[config.mk]
export PLATFORM = sky130hd
export DESIGN_NAME = alu_seq
export DESIGN_NICKNAME = d
export VERILOG_FILES = /design/src/rtl/alu_seq.sv
export SDC_FILE = /design/constraint.sdc
export NUM_CORES = 1
export LEC_CHECK = 0
export ABC_CLOCK_PERIOD_IN_PS = 4550
export BUFFER_PORTS_ARGS = -buffer_cell sky130_fd_sc_hd__buf_2
export CAP_MARGIN = 20
export CORE_MARGIN = 2
export CORE_UTILIZATION = 42
export CTS_BUF_LIST = sky130_fd_sc_hd__clkbuf_8 sky130_fd_sc_hd__clkbuf_16
export CTS_CLUSTER_SIZE = 20
export DETAILED_ROUTE_END_ITERATION = 10
export GPL_TIMING_DRIVEN = 0
export PLACE_DENSITY_LB_ADDON = 0.3
export SYNTH_ARGS = -nofsm -noshare
export SYNTH_HDL_FRONTEND = slang
export SYNTH_SLANG_ARGS = --single-unit
[constraint.sdc]
create_clock -name clk -period 4.55 [get_ports clk]
set_clock_uncertainty 0.1 [all_clocks]
set_input_delay 0.455 -clock clk [delete_from_list [all_inputs] [get_ports clk]]
set_output_delay 0.455 -clock clk [all_outputs]
set_load 0.02 [all_outputs]
[src/rtl/alu_seq.sv]
// alu_seq: accumulator-based command sequencer in front of a combinational
// 16-bit ALU. Accepts one command at a time over valid/ready, sequences the
// ALU (one pass for ADD/SUB/AND/OR, sixteen shift-add passes for MUL) and
// returns the accumulator, carry and zero flags as a single response.
module alu_seq #(
    parameter int WIDTH = 16
) (
    input  logic             clk,
    input  logic             rst_n,
    // Command channel
    input  logic             cmd_valid,
    output logic             cmd_ready,
    input  logic [2:0]       cmd_op,
    input  logic [WIDTH-1:0] cmd_data,
    // Response channel
    output logic             rsp_valid,
    input  logic             rsp_ready,
    output logic [WIDTH-1:0] rsp_data,
    output logic             rsp_carry,
    output logic             rsp_zero,
    output logic             busy,
    // ALU operand side
    output logic [1:0]       alu_op,
    output logic [WIDTH-1:0] alu_a,
    output logic [WIDTH-1:0] alu_b,
    input  logic [WIDTH-1:0] alu_o,
    input  logic             alu_cout
);

    localparam int CNT_W = $clog2(WIDTH);
    localparam logic [CNT_W-1:0] CNT_LAST = CNT_W'(WIDTH - 1);

    typedef enum logic [1:0] {
        S_IDLE,
        S_EXEC,
        S_MUL,
        S_RESP
    } state_t;

    typedef enum logic [2:0] {
        OP_LOAD = 3'b000,
        OP_ADD  = 3'b001,
        OP_SUB  = 3'b010,
        OP_AND  = 3'b011,
        OP_OR   = 3'b100,
        OP_MUL  = 3'b101,
        OP_READ = 3'b110,
        OP_NOP  = 3'b111
    } cmd_op_t;

    // ALU function encodings on alu_op
    localparam logic [1:0] ALU_ADD = 2'b00;
    localparam logic [1:0] ALU_SUB = 2'b01;
    localparam logic [1:0] ALU_AND = 2'b10;
    localparam logic [1:0] ALU_OR  = 2'b11;

    state_t             state;
    cmd_op_t            op_q;     // command currently being executed
    logic [WIDTH-1:0]   acc;
    logic               carry;
    logic [WIDTH-1:0]   opnd;
    logic [WIDTH-1:0]   mcand;    // multiplicand, shifted left each pass
    logic [WIDTH-1:0]   mplier;   // multiplier, shifted right each pass
    logic [WIDTH-1:0]   prod;     // running partial product
    logic [CNT_W-1:0]   cnt;

    // Handshake and response fields are decoded purely from registered state,
    // so they cannot glitch on input changes and stay put while backpressured.
    assign cmd_ready = (state == S_IDLE);
    assign busy      = (state != S_IDLE);
    assign rsp_valid = (state == S_RESP);
    assign rsp_data  = acc;
    assign rsp_carry = carry;
    assign rsp_zero  = (acc == '0);

    // Drive the ALU operands for the current execution step; idle otherwise.
    always_comb begin
        // NOTE: every output gets a default before the case so that no path
        // leaves a value unassigned, which would otherwise infer a latch.
        alu_op = ALU_ADD;
        alu_a  = '0;
        alu_b  = '0;
        unique case (state)
            S_EXEC: begin
                alu_a = acc;
                alu_b = opnd;
                case (op_q)
                    OP_SUB:  alu_op = ALU_SUB;
                    OP_AND:  alu_op = ALU_AND;
                    OP_OR:   alu_op = ALU_OR;
                    default: alu_op = ALU_ADD;
                endcase
            end
            S_MUL: begin
                alu_op = ALU_ADD;
                alu_a  = prod;
                alu_b  = mplier[0] ? mcand : '0;
            end
            default: ;
        endcase
    end

    // Sequencer FSM and datapath registers.
    always_ff @(posedge clk or negedge rst_n) begin
        if (!rst_n) begin
            // NOTE: sequential state is updated with non-blocking assignments
            // so every register samples pre-edge values regardless of order.
            state  <= S_IDLE;
            op_q   <= OP_NOP;
            acc    <= '0;
            carry  <= 1'b0;
            opnd   <= '0;
            mcand  <= '0;
            mplier <= '0;
            prod   <= '0;
            cnt    <= '0;
        end else begin
            unique case (state)
                S_IDLE: begin
                    if (cmd_valid) begin
                        op_q <= cmd_op_t'(cmd_op);
                        opnd <= cmd_data;
                        case (cmd_op_t'(cmd_op))
                            OP_LOAD: begin
                                acc   <= cmd_data;
                                carry <= 1'b0;
                                state <= S_RESP;
                            end
                            OP_ADD, OP_SUB, OP_AND, OP_OR: begin
                                state <= S_EXEC;
                            end
                            OP_MUL: begin
                                prod   <= '0;
                                mcand  <= acc;
                                mplier <= cmd_data;
                                cnt    <= '0;
                                carry  <= 1'b0;
                                state  <= S_MUL;
                            end
                            default: begin
                                // READ / NOP: report the accumulator untouched
                                state <= S_RESP;
                            end
                        endcase
                    end
                end

                S_EXEC: begin
                    acc   <= alu_o;
                    // SUB carry is the ALU's "no borrow"; logic ops clear it
                    carry <= ((op_q == OP_ADD) || (op_q == OP_SUB)) ? alu_cout : 1'b0;
                    state <= S_RESP;
                end

                S_MUL: begin
                    prod   <= alu_o;
                    // Sticky OR of partial-sum carries, not a full overflow flag
                    carry  <= carry | alu_cout;
                    mcand  <= mcand << 1;
                    mplier <= mplier >> 1;
                    cnt    <= cnt + 1'b1;
                    if (cnt == CNT_LAST) begin
                        acc   <= alu_o;
                        state <= S_RESP;
                    end
                end

                S_RESP: begin
                    if (rsp_ready) begin
                        state <= S_IDLE;
                    end
                end

                default: state <= S_IDLE;
            endcase
        end
    end

endmodule
# == Word-level counts from Yosys, hierarchy flattened ==
# Index checks and enable logic that the tools add are counted.
# totals
reg_bits,90
latch_bits,0
ramBits,0
romBits,0
in_bits,40
output_inout_bits,55
word_cells,74
mem_count,0
# op_classes
n_addsub,1
n_mul,0
div,0
magnitude_cmp,0
eq_ne,19
n_shift,0
mux,30
n_bitwise,1
reduce_logical,14
# ops
cell,count
two-way mux 16 bit,10
case mux 16 bit (2 select lines),5
case mux 16 bit (3 select lines),1
zero test 16 bit,1
equality test 3 x 2 -> 1 bit (second input constant),4
equality test 3 bit (second input constant),3
AND reduction 3 bit,3
two-way mux 2 bit,4
two-way mux 4 bit,2
case mux 2 bit (4 select lines),1
case mux 4 bit (2 select lines),1
equality test 3 x 1 -> 1 bit (second input constant),2
inequality test 2 x 1 -> 1 bit (second input constant),3
inequality test 2 bit (second input constant),3
case mux 2 bit (3 select lines),1
adder 4 x 1 -> 4 bit (second input constant),1
equality test 2 bit (second input constant),2
equality test 4 bit (second input constant),1
case mux 2 bit (2 select lines),1
AND reduction 4 bit,1
nonzero test 2 bit,2
OR reduction 4 bit,1
zero test 3 bit,1
two-way mux 1 bit,3
8 further kinds,8

# == Logic depth before layout (Yosys ltp) ==
# depth
ltp_word,5
ltp_mapped,9
depth_no_buf,6

# == Least setup slack after synthesis ==
# OpenSTA, ideal clock, no wires.
# synth_path
kind,flip-flop to output port
from,register state[0]
to,output alu_b[0]
arrival_ns,1.770
required_ns,3.995
path_slack_ns,2.225
stages_incl_launch_ff,8
n_path_buf,2
cell_sequence,dfrtp_1 inv_1 ha_1 and2_1 clkbuf_1 clkbuf_1 a22oi_1 nor2b_1
# synth_between
elab_chain_len,2
word_cells_on_any_way,3
cone_classes,2 x eq/ne; 1 x mux
# synth_lines
element,line_no,source
"start, declared",57,state_t state;
"start signal, assigned",108,state <= S_IDLE;
"start signal, assigned",127,state <= S_RESP;
"start signal, assigned",130,state <= S_EXEC;
equality test 2 bit or equality test 2 x 1 -> 1 bit (tied branches),83,unique case (state)
case mux 16 bit (2 select lines) *,83,
"end, declared",25,"output logic [WIDTH-1:0] alu_b,"
# Every way passes the cells marked *; elsewhere a longest branch is shown, timed or not.

# == Worst setup path in the final report ==
# layout_path
from,register state[0]
to,output alu_b[15]
# Same word-level chain as after synthesis.

==> qor.txt <==
outcome - complete, no violations
Die Footprint - 12040 um2
Clk network pwr share - 12.2%
CTS sink count - 90
routed wl met2 - 6.344 mm
Initial DRC Count - 224
Initial Util - 43.13%
Synth async-reset ratio - 100.0%
reg2reg setup slack - 1.97 ns
sequential share of power - 32.1%
CTS clk-pin slew, worst paths - 0.11 ns
Post-Syn Instances - 451
reg2reg start - state[0]
total gr overflow - 0
Critical Path RT - 3.99 ns
Clock Root Buffer - clkbuf_8
max cap viols - 0
Yosys cell types - 41
worst hold path stage count - 3
Routed wire per std cell - 19.48 um
PwrDens - 847.3 nW/um2
Final Setup Violations - 0
slew margin rel. - 46.23%
Worst-Margin Slew - 0.8065 ns
# resized after CTS - 0
Hold EP - prod[0]
Final Cell Area - 5575 um2
Seq/Total Area, Yosys - 48.04%
Power Internal - 2.505 mW
TritonCTS clock tree - yes
Hold Path Origin - alu_o[0]
WHS - 0.1992 ns
vias in the first global route - 3832
Pleak - 2.595 nW
Synth top cells by count - 87 x dfrtp_1, 73 x nand2_1, 47 x mux2_2
Die Width - 109.7 um
slowest cell delay on critical path - 0.55 ns
Power Total - 4.724 mW
Worst Setup Slack, final - 1.064 ns
Post-CTS Setup Bufs - 0
top post-synthesis cells by area - dfrtp_1 46%, mux2_2 11%, mux2i_1 6.6%
kind of critical path - reg2out
CTS Buf Count - 9
Final min period - 3.486 ns
setup tns final - 0 ns
Via Count - 3878
diode count - 0
Synth top area share - 46.36%
Gate power share - 55.7%
Seq cells post-synth - 90
Slew Viols, Final - 0
RePlAce Congestion - 0.8589
Max VDD drop - 0.3974 mV
top routing layer in use - met4
first-pass GRT wire length - 21.07 mm
Register-to-Register Path Depth - 7
CP Launch Type - flop
Vias/cell - 5.532
Area Overhead vs Synth - 18.73%
crit path DAT - 2.93 ns
CP delay by family, top - buffers and inverters
met3 WL post-DR - 885 um
largest net degree at the start of global routing - 47
Yosys top cell by area - dfrtp_1
top-count cell post-synth - dfrtp_1
drt pass-1 iters - 5
Core Region - 10890 um2
dpl cells - 685
share of cells above drive strength 1 - 31.19%
PortBufs - 93
CP Buf/Inv Count - 4
crit-path cells - inv_1, ha_1, clkbuf_1, clkbuf_1, nor2b_1, buf_2
RSZ-0062 raised after global routing - false
Ys Warns - 0
Sw Pwr - 2.219 mW
initial antenna violation count - 0
worst-case clock buffer depth - 2
EDFF count, synth - 0
drt drc - 0
Layout Cells excl Fill - 701
met1 WL - 6.281 mm
DIE HEIGHT - 109.7 um
I/O Pins - 95
ANT nets after route - 0
Core Util, Final - 51.21%
Post-Syn Nets - 498
synthesized area per cell - 10.41 um2
HP Class - in2reg
placed cell area - 5366 um2
DRT Wirelength - 13.66 mm
CP max-delay cell - clkbuf_1
std cell rows - 38
fin crit share - 76.61%
Peak Freq - 0.2869 GHz
reg2reg end - prod[15]
Fin. Hold Viols - 0
CP Capture Type - output port
DP Worst Slack - 1.495 ns
DP HPWL - 9.747 mm
ys flop type - dfrtp_1
H-tree depth - 3
Most Frequent Cell on Critical Path - clkbuf_1
Critical Path Fanout Max - 10
worst-skew pair later-pin latency - 0.38 ns
net count reported at finish - 604
Mapped Area - 4696 um2
Switching Share - 46.97%
Overall Global Routing Usage - 23.57%
tightest hold or removal path, cell delays in order:
cell and delay [ns]:
buf_2 0.08, nand3_1 0.05, nand2_1 0.06
placed cells by master, fill, tap and decap left out, types with 2 or more instances in the layout:
cell type | synthesis | final
nand3_1 | 19 | 19
nand2_1 | 73 | 73
o21ai_0 | 35 | 35
clkbuf_8 | 0 | 9
mux2_1 | 5 | 5
o211ai_1 | 2 | 2
dfrtp_1 | 87 | 87
buf_2 | 6 | 98
dfstp_2 | 3 | 3
nor4_1 | 4 | 4
xnor2_1 | 3 | 3
nor2_1 | 7 | 7
mux2_2 | 47 | 47
inv_1 | 6 | 6
a22oi_1 | 32 | 32
mux2i_1 | 31 | 31
buf_6 | 3 | 3
ha_1 | 7 | 7
clkbuf_1 | 22 | 22
inv_6 | 0 | 2
nor2b_1 | 33 | 33
a21oi_1 | 5 | 5
flip-flops by register name, summed over array words and instances, names as in the netlist:
signal / cells
prod: 16
op_q: 3
mplier: 16
rsp_data: 16
cnt: 4
mcand: 16
rsp_carry: 1
opnd: 16
state: 2
worst max path at each step:
| stage | endpoint | startpoint | cells past startpoint |
|---|---|---|---|
| 5_1_grt | alu_b[15] | state[0] | 6 |
| 3_3_place_gp | alu_b[15] | state[0] | 6 |
| 4_1_cts | alu_b[15] | state[0] | 6 |
| 2_1_floorplan | alu_b[0] | state[0] | 7 |
| 3_5_place_dp | alu_b[15] | state[0] | 6 |
| 6_report | alu_b[15] | state[0] | 6 |
what timing repair did:
item,in CTS,in global routing
setup endpoints to repair,0,0
hold buffers,1,0
hold endpoints to repair,1,0
logic make-up (layout without fill, tap and decap cells):
| kind of cell | Yosys count | after routing | share of synthesized area [%] |
|---|---|---|---|
| AO/OA/AOI/OAI | 82 | 82 | 11.16 |
| AND/OR/NAND/NOR | 146 | 146 | 15.32 |
| flip-flops | 90 | 90 | 48.04 |
| multiplexers | 83 | 83 | 19.08 |
| buffers and inverters | 39 | 149 | 3.783 |
| adder cells (fa/ha/maj) | 7 | 7 | 1.865 |
| XOR/XNOR | 4 | 4 | 0.7462 |
power by group through the flow:
stage / registers (mW) / clock network [mW] / logic, mW
finish: 1.52 / 0.577 / 2.63
global route: 1.56 / 0.611 / 2.86
CTS: 1.51 / 0.581 / 2.64
detailed placement: 1.53 / 0 / 2.63
global placement: 1.50 / 0 / 2.56
floorplan: 1.52 / 0 / 1.74
layout make-up:
class / count / area, um2
clock buffers: 9 / 123.9
multi-input cells: 322 / 2262
inverters: 6 / 22.52
repair buffers: 95 / 505.5
flip-flops and latches: 90 / 2256
clock inverters: 6 / 75.07
fillers: 1019 / 5313
well taps: 140 / 175.2
plain buffers: 33 / 155.1
per-layer routing:
metal | GRT usage [%] | up-vias
li1 | - | 1792
met1 | 32.99 | 1924
met2 | 37.65 | 148
met3 | 5.157 | 14
met4 | 5.154 | 0
met5 | 0 | -
(Power assumes the default switching activity.)
